<file path="src/rtl/multicycle_control_unit_if.sv">
// ----------------------------------------------------------------------------
// multicycle_control_unit_if
//   Bundle between the multicycle RV64I control unit and its datapath.
//   The master side is the control unit: it reads the decoded instruction
//   fields and the branch flag, and it drives every datapath strobe and mux
//   select. The slave side is the datapath.
//
//   Signals (direction as seen from the master):
//     opcode     in   7  instr[6:0] from the instruction register
//     funct3     in   3  instr[14:12] from the instruction register
//     zero_flag  in   1  output of the branch-flag one_bit_register
//     pc_load    out  1  PC register load
//     ir_load    out  1  instruction register / old-PC register load
//     rf_load    out  1  register-file write enable
//     flag_load  out  1  branch-flag register load
//     mem_read   out  1  memory read
//     mem_write  out  1  data memory write
//     alu_src    out  1  0 = rs2, 1 = immediate
//     alu_op     out  2  00 add, 01 sub, 10 decode from funct fields
//     pc_src     out  2  00 PC+4, 01 old_pc+imm, 10 jal target
//     wb_sel     out  2  00 ALU, 01 memory data, 10 old_pc+4
//     halted     out  1  high while the unit is halted
//
//   Handshake: there is no valid/ready pair. Every strobe is a one-cycle
//   (or fixed-length) level sampled by the datapath on the rising clock
//   edge; memory has a fixed latency, so no ready signal comes back.
// ----------------------------------------------------------------------------
interface multicycle_control_unit_if;
    logic [6:0] opcode;
    logic [2:0] funct3;
    logic       zero_flag;
    logic       pc_load;
    logic       ir_load;
    logic       rf_load;
    logic       flag_load;
    logic       mem_read;
    logic       mem_write;
    logic       alu_src;
    logic [1:0] alu_op;
    logic [1:0] pc_src;
    logic [1:0] wb_sel;
    logic       halted;

    modport master (
        input  opcode, funct3, zero_flag,
        output pc_load, ir_load, rf_load, flag_load, mem_read, mem_write,
               alu_src, alu_op, pc_src, wb_sel, halted
    );

    modport slave (
        output opcode, funct3, zero_flag,
        input  pc_load, ir_load, rf_load, flag_load, mem_read, mem_write,
               alu_src, alu_op, pc_src, wb_sel, halted
    );
endinterface

</file>
<file path="src/rtl/multicycle_control_unit.sv">
// ----------------------------------------------------------------------------
// multicycle_control_unit
//   Moore FSM sequencing the multicycle RV64I datapath through FETCH, DECODE,
//   EXEC, MEM, WB and BRANCH, with a terminal HALT for unknown opcodes.
//
//   Parameters:
//     MEM_WAIT     extra wait cycles per memory access (0..7)
//
//   Ports:
//     clk          in   clock, all state updates on posedge
//     reset        in   synchronous active-high; forces FETCH, clears counter
//     bus          master modport of multicycle_control_unit_if
//     dbg_state_o  out  current state encoding (0 while reset is high)
//
//   The instruction class and funct3 are captured in DECODE so later states
//   do not depend on the instruction register staying stable.
// ----------------------------------------------------------------------------
module multicycle_control_unit #(
    parameter int unsigned MEM_WAIT = 1
) (
    input  logic                          clk,
    input  logic                          reset,
    multicycle_control_unit_if.master     bus,
    output logic [2:0]                    dbg_state_o
);

    typedef enum logic [2:0] {
        S_FETCH  = 3'd0,
        S_DECODE = 3'd1,
        S_EXEC   = 3'd2,
        S_MEM    = 3'd3,
        S_WB     = 3'd4,
        S_BRANCH = 3'd5,
        S_HALT   = 3'd7
    } state_e;

    typedef enum logic [2:0] {
        C_R      = 3'd0,
        C_I      = 3'd1,
        C_LOAD   = 3'd2,
        C_STORE  = 3'd3,
        C_BRANCH = 3'd4,
        C_JAL    = 3'd5
    } cls_e;

    localparam logic [2:0] WAIT_LAST = 3'(MEM_WAIT);

    state_e     state_q, state_d;
    cls_e       cls_q, cls_d;
    logic [2:0] funct3_q, funct3_d;
    logic [2:0] cnt_q, cnt_d;

    logic       wait_done;
    logic       taken;

    logic       pc_load_c, ir_load_c, rf_load_c, flag_load_c;
    logic       mem_read_c, mem_write_c, alu_src_c, halted_c;
    logic [1:0] alu_op_c, pc_src_c, wb_sel_c;

    assign wait_done = (cnt_q == WAIT_LAST);

    // BEQ takes on equal (flag set), BNE on not-equal; other funct3 fall through.
    assign taken = ((funct3_q == 3'b000) &  bus.zero_flag) |
                   ((funct3_q == 3'b001) & ~bus.zero_flag);

    always_ff @(posedge clk) begin
        if (reset) begin
            state_q  <= S_FETCH;
            cls_q    <= C_R;
            funct3_q <= 3'd0;
            cnt_q    <= 3'd0;
        end else begin
            state_q  <= state_d;
            cls_q    <= cls_d;
            funct3_q <= funct3_d;
            cnt_q    <= cnt_d;
        end
    end

    always_comb begin
        state_d     = state_q;
        cls_d       = cls_q;
        funct3_d    = funct3_q;
        cnt_d       = 3'd0;
        pc_load_c   = 1'b0;
        ir_load_c   = 1'b0;
        rf_load_c   = 1'b0;
        flag_load_c = 1'b0;
        mem_read_c  = 1'b0;
        mem_write_c = 1'b0;
        alu_src_c   = 1'b0;
        alu_op_c    = 2'b00;
        pc_src_c    = 2'b00;
        wb_sel_c    = 2'b00;
        halted_c    = 1'b0;

        case (state_q)
            S_FETCH: begin
                mem_read_c = 1'b1;
                if (wait_done) begin
                    ir_load_c = 1'b1;
                    pc_load_c = 1'b1;
                    state_d   = S_DECODE;
                end
            end

            S_DECODE: begin
                funct3_d = bus.funct3;
                state_d  = S_EXEC;
                case (bus.opcode)
                    7'b0110011: cls_d = C_R;
                    7'b0010011: cls_d = C_I;
                    7'b0000011: cls_d = C_LOAD;
                    7'b0100011: cls_d = C_STORE;
                    7'b1100011: cls_d = C_BRANCH;
                    7'b1101111: cls_d = C_JAL;
                    default:    state_d = S_HALT;
                endcase
            end

            S_EXEC: begin
                case (cls_q)
                    C_R: begin
                        alu_op_c = 2'b10;
                        state_d  = S_WB;
                    end
                    C_I: begin
                        alu_src_c = 1'b1;
                        alu_op_c  = 2'b10;
                        state_d   = S_WB;
                    end
                    C_LOAD, C_STORE: begin
                        alu_src_c = 1'b1;
                        state_d   = S_MEM;
                    end
                    C_BRANCH: begin
                        alu_op_c    = 2'b01;
                        flag_load_c = 1'b1;
                        state_d     = S_BRANCH;
                    end
                    C_JAL:   state_d = S_WB;
                    default: state_d = S_HALT;
                endcase
            end

            S_MEM: begin
                if (cls_q == C_LOAD) begin
                    mem_read_c = 1'b1;
                end else begin
                    mem_write_c = 1'b1;
                end
                if (wait_done) begin
                    state_d = (cls_q == C_LOAD) ? S_WB : S_FETCH;
                end
            end

            S_WB: begin
                rf_load_c = 1'b1;
                state_d   = S_FETCH;
                if (cls_q == C_LOAD) begin
                    wb_sel_c = 2'b01;
                end else if (cls_q == C_JAL) begin
                    wb_sel_c  = 2'b10;
                    pc_load_c = 1'b1;
                    pc_src_c  = 2'b10;
                end
            end

            S_BRANCH: begin
                pc_src_c  = 2'b01;
                pc_load_c = taken;
                state_d   = S_FETCH;
            end

            S_HALT: begin
                halted_c = 1'b1;
            end

            default: state_d = S_FETCH;
        endcase

        // Counter only advances while waiting out a memory access; any
        // state change restarts it so the next wait starts from zero.
        if (state_d != state_q) begin
            cnt_d = 3'd0;
        end else if ((state_q == S_FETCH) || (state_q == S_MEM)) begin
            cnt_d = cnt_q + 3'd1;
        end

        // Reset suppresses every strobe in the very cycle it is seen, so an
        // aborted instruction leaves no partial write behind.
        if (reset) begin
            pc_load_c   = 1'b0;
            ir_load_c   = 1'b0;
            rf_load_c   = 1'b0;
            flag_load_c = 1'b0;
            mem_read_c  = 1'b0;
            mem_write_c = 1'b0;
            alu_src_c   = 1'b0;
            alu_op_c    = 2'b00;
            pc_src_c    = 2'b00;
            wb_sel_c    = 2'b00;
            halted_c    = 1'b0;
        end
    end

    assign bus.pc_load   = pc_load_c;
    assign bus.ir_load   = ir_load_c;
    assign bus.rf_load   = rf_load_c;
    assign bus.flag_load = flag_load_c;
    assign bus.mem_read  = mem_read_c;
    assign bus.mem_write = mem_write_c;
    assign bus.alu_src   = alu_src_c;
    assign bus.alu_op    = alu_op_c;
    assign bus.pc_src    = pc_src_c;
    assign bus.wb_sel    = wb_sel_c;
    assign bus.halted    = halted_c;

    assign dbg_state_o = reset ? 3'd0 : state_q;

endmodule

</file>
<file path="src/flat_wrapper.sv">
// flat-port wrapper written by rule: the top's interface ports become plain ports
module multicycle_control_unit_flat 
#(
    parameter int unsigned MEM_WAIT = 1
)
  (clk, reset, dbg_state_o, bus_opcode, bus_funct3, bus_zero_flag, bus_pc_load, bus_ir_load, bus_rf_load, bus_flag_load, bus_mem_read, bus_mem_write, bus_alu_src, bus_alu_op, bus_pc_src, bus_wb_sel, bus_halted);
  multicycle_control_unit_if bus_i ();
  input  logic clk;
  input  logic reset;
  output logic [2:0] dbg_state_o;
  input wire logic [$bits(bus_i.opcode)-1:0] bus_opcode;
  input wire logic [$bits(bus_i.funct3)-1:0] bus_funct3;
  input wire logic [$bits(bus_i.zero_flag)-1:0] bus_zero_flag;
  output wire logic [$bits(bus_i.pc_load)-1:0] bus_pc_load;
  output wire logic [$bits(bus_i.ir_load)-1:0] bus_ir_load;
  output wire logic [$bits(bus_i.rf_load)-1:0] bus_rf_load;
  output wire logic [$bits(bus_i.flag_load)-1:0] bus_flag_load;
  output wire logic [$bits(bus_i.mem_read)-1:0] bus_mem_read;
  output wire logic [$bits(bus_i.mem_write)-1:0] bus_mem_write;
  output wire logic [$bits(bus_i.alu_src)-1:0] bus_alu_src;
  output wire logic [$bits(bus_i.alu_op)-1:0] bus_alu_op;
  output wire logic [$bits(bus_i.pc_src)-1:0] bus_pc_src;
  output wire logic [$bits(bus_i.wb_sel)-1:0] bus_wb_sel;
  output wire logic [$bits(bus_i.halted)-1:0] bus_halted;
  assign bus_i.opcode = bus_opcode;
  assign bus_i.funct3 = bus_funct3;
  assign bus_i.zero_flag = bus_zero_flag;
  assign bus_pc_load = bus_i.pc_load;
  assign bus_ir_load = bus_i.ir_load;
  assign bus_rf_load = bus_i.rf_load;
  assign bus_flag_load = bus_i.flag_load;
  assign bus_mem_read = bus_i.mem_read;
  assign bus_mem_write = bus_i.mem_write;
  assign bus_alu_src = bus_i.alu_src;
  assign bus_alu_op = bus_i.alu_op;
  assign bus_pc_src = bus_i.pc_src;
  assign bus_wb_sel = bus_i.wb_sel;
  assign bus_halted = bus_i.halted;
  multicycle_control_unit #(.MEM_WAIT(MEM_WAIT)) u_core (.clk(clk), .reset(reset), .bus(bus_i), .dbg_state_o(dbg_state_o));
endmodule
</file>
<file path="config.mk">
export PLATFORM = sky130hd
export DESIGN_NAME = multicycle_control_unit_flat
export DESIGN_NICKNAME = d
export VERILOG_FILES = /design/src/rtl/multicycle_control_unit_if.sv /design/src/rtl/multicycle_control_unit.sv /design/src/flat_wrapper.sv
export SDC_FILE = /design/constraint.sdc
export NUM_CORES = 1
export LEC_CHECK = 0
export CAP_MARGIN = 10
export CORE_MARGIN = 5
export CORE_UTILIZATION = 35
export DETAILED_ROUTE_END_ITERATION = 16
export PLACE_DENSITY_LB_ADDON = 0.12
export RECOVER_POWER = 50
export SYNTH_ARGS = -nofsm -noshare
export SYNTH_HDL_FRONTEND = slang
export SYNTH_SLANG_ARGS = --single-unit
</file>
<file path="constraint.sdc">
create_clock -name clk -period 1.7 [get_ports clk]
set_input_delay 0.34 -clock clk [delete_from_list [all_inputs] [get_ports clk]]
set_output_delay 0.34 -clock clk [all_outputs]
set_load 0.005 [all_outputs]
</file>
==> impl_metrics.ini <==
[global_routing]
globalRouteOverflowTotal = 0
grt_max_degree = 15
antenna_found_initial = 0
grt_use_total_pct = 15.0
grt_first_pass_wirelength_mm = 4.07
grt_pass1_vias = 980

[logic_synthesis]
synth_nets = 123
yosys-top-cells-area = dfxtp_1 29%, nor2_1 7.3%, nand2b_1 5.3%, a21oi_1 4.8%, mux2i_1 4.8%
synth_top_cell_by_area = dfxtp_1
synth_flop_cell = dfxtp_1
yosys.area.top_type_share_pct = 29.0
synth_seq_area_share_pct = 29.0
syn-instance-count = 108
ys_seq_elements = 12
syn_area_per_cell_um2 = 7.67
yosysUniqueCellTypes = 38
async_flop_share_pct = 0
synth_edf_count = 0
ys_warn_count = 0
synth.cell_area_um2 = 828

[timing]
finalSetupViolCount = 3
fin_skew_ps = 3.72
max_freq_ghz = 0.567
slew_viol_final = 0
max_slew_margin_pct = 82.2
hold_viol = 0
period_needed_ps = 1760
rsz0062_at_grt = true
fin_crit_sh_pct = 104
worst_slew_pin_slew_ps = 267
setup-tns-final_ps = -134
timing.hold.ws_ps = 514
layout_setup_ws_ps = -64.9

[worst_setup_path]
crit_type = reg -> out
arrival_ps = 1420
critPathMaxFanout = 2
required_ps = 1360
worst_setup_path_end_kind = output port
crit_path_start_kind = register

[clock_network]
root_buffer = clkbuf_4
clkLatencyLatePin_ps = 260
htree_levels = 1
cts_tree = built
path_clk_slew_ps = 70
cts_buffers = 3
cts_buffer_depth = 2
clock_sinks = 12
holdBufCountCts = 0

[die]
start_util_pct = 37.1
pin_count = 30
dieArea_um2 = 3440
fp.dieW_um = 58.6
fp.dieH_um = 58.6
row_count = 17
core_um2 = 2230

[place]
dp_cells = 183
dpl_cell_area_um2 = 1310
port-buffer-count = 29
hpwl_mm = 1.99
gp_congestion = 0.890

[status]
outcome = complete, but fails checks
violations = negative setup slack

[power]
power_mw = 1.46
power_density_nw_per_um2 = 1040
cellLeakagePower_nw = 0.620
max-vdd-ir-drop_mv = 0.682

[routing]
drt_iter0_drc = 26
antenna_left = 0
vias = 988
via_per_inst = 5.17
wl_per_cell_um = 13.0
drtPass1Iterations = 4
drc_errors = 0
wl_mm = 2.48

[finish]
final_nets = 179
drive_gt1_share_pct = 42.9
fin_area_um2 = 1410
final_cells = 191
antenna_cells = 0
area_growth_pct = 70.1

[worst_hold_path]
hold_path.class = reg -> reg

[job]
drv_cap = 0
-- per-stage QoR --
step | utilization, % | setup slack [ps]
after detailed placement | 58.5 | -669
after floorplan | - | 192
after CTS | 62.2 | -157
after global placement | 58.5 | -652
after global routing | 63.1 | -153
final | 63.1 | -64.9
-- critical path, stage by stage (launching register included) --
cell and delay (ps):
dfxtp_2 320, or3b_4 400, or2_1 220, a21oi_2 100, buf_2 120
-- flip-flops by register name (all words and copies together), names as in the netlist --
name             flops
u_core.funct3_q      3
u_core.state_q       3
u_core.cls_q         3
u_core.cnt_q         3
-- placed cells by master, fill, tap and decap left out, types with 2 or more instances in the layout --
| master | synthesis | final |
|---|---|---|
| nor3_2 | 0 | 4 |
| nand2b_1 | 7 | 6 |
| nand4b_1 | 2 | 2 |
| a21oi_1 | 8 | 7 |
| clkbuf_4 | 0 | 3 |
| nor3_1 | 6 | 2 |
| dlygate4sd2_1 | 0 | 4 |
| nor2b_1 | 3 | 2 |
| ha_1 | 2 | 2 |
| dfxtp_4 | 0 | 3 |
| or2_4 | 0 | 2 |
| nand3b_1 | 2 | 2 |
| buf_4 | 0 | 24 |
| inv_1 | 3 | 3 |
| nor4_2 | 0 | 2 |
| o21ai_0 | 3 | 2 |
| nand2_1 | 6 | 6 |
| or2_2 | 4 | 2 |
| dfxtp_1 | 12 | 8 |
| nor2_1 | 16 | 14 |
| clkdlybuf4s50_1 | 0 | 11 |
| buf_6 | 0 | 3 |
| clkbuf_2 | 0 | 2 |
| or3_1 | 2 | 2 |
| mux2i_1 | 4 | 4 |
| buf_2 | 0 | 10 |
-- cells by family (layout without fill, tap and decap cells) --
logic type               after synthesis  after routing  synth area share [%]
AO/OA/AOI/OAI                         19             19                  14.4
XOR/XNOR                               2              2                  2.12
adder cells (fa/ha/maj)                2              2                  3.02
buffers and inverters                  8             63                  3.63
flip-flops                            12             12                  29.0
multiplexers                           4              4                  4.83
AND/OR/NAND/NOR                       61             61                  43.1
-- what timing repair did --
item,in CTS,in global routing
pin swaps,9,6
resized for setup,71,14
gates cloned,0,0
endpoints found under the setup margin,17,13
setup buffers,3,1
endpoints found under the hold margin,0,0
-- synth_stat cells (3+ instances only) --
cell	n
inv_1	3
dfxtp_1	12
nor2b_1	3
nand2b_1	7
nor3_1	6
or2_2	4
nor2_1	16
o21ai_0	3
nand2_1	6
clkbuf_1	5
mux2i_1	4
a21oi_1	8
-- worst paths after layout --
path / startpoint / slack (ps) / endpoint / cells past startpoint
min reg2reg: u_core.cnt_q[2] / 510 / u_core.cnt_q[2] / 2
max reg2reg: u_core.state_q[1] / 70 / u_core.cls_q[1] / 6
max: u_core.cls_q[0] / -60 / bus_mem_read / 4
min: u_core.cnt_q[2] / 510 / u_core.cnt_q[2] / 2
-- layer usage --
layer / GRT usage [%] / vias to the layer above / part of all wire, %
met1: 15.3 / 462 / 37
met3: 3.07 / 2 / 8.7
met2: 30.1 / 32 / 53
met5: 0 / - / 0
li1: - / 492 / -
met4: 4.21 / 0 / 0.85
-- report_power, final --
| part | total (mW) | internal (mW) | switching [mW] |
|---|---|---|---|
| logic | 0.820 | 0.445 | 0.376 |
| clock network | 0.214 | 0.130 | 0.0845 |
| registers | 0.425 | 0.360 | 0.0647 |
| total | 1.46 | 0.935 | 0.525 |
-- final cells by class --
| class | instances | area, µm² |
|---|---|---|
| clock buffers | 4 | 36.3 |
| well taps | 28 | 35.0 |
| multi-input cells | 88 | 633 |
| repair buffers | 56 | 440 |
| flip-flops and latches | 12 | 253 |
| fillers | 206 | 825 |
| inverters | 3 | 11.3 |
No activity file was read; power rests on OpenSTA's default activity.
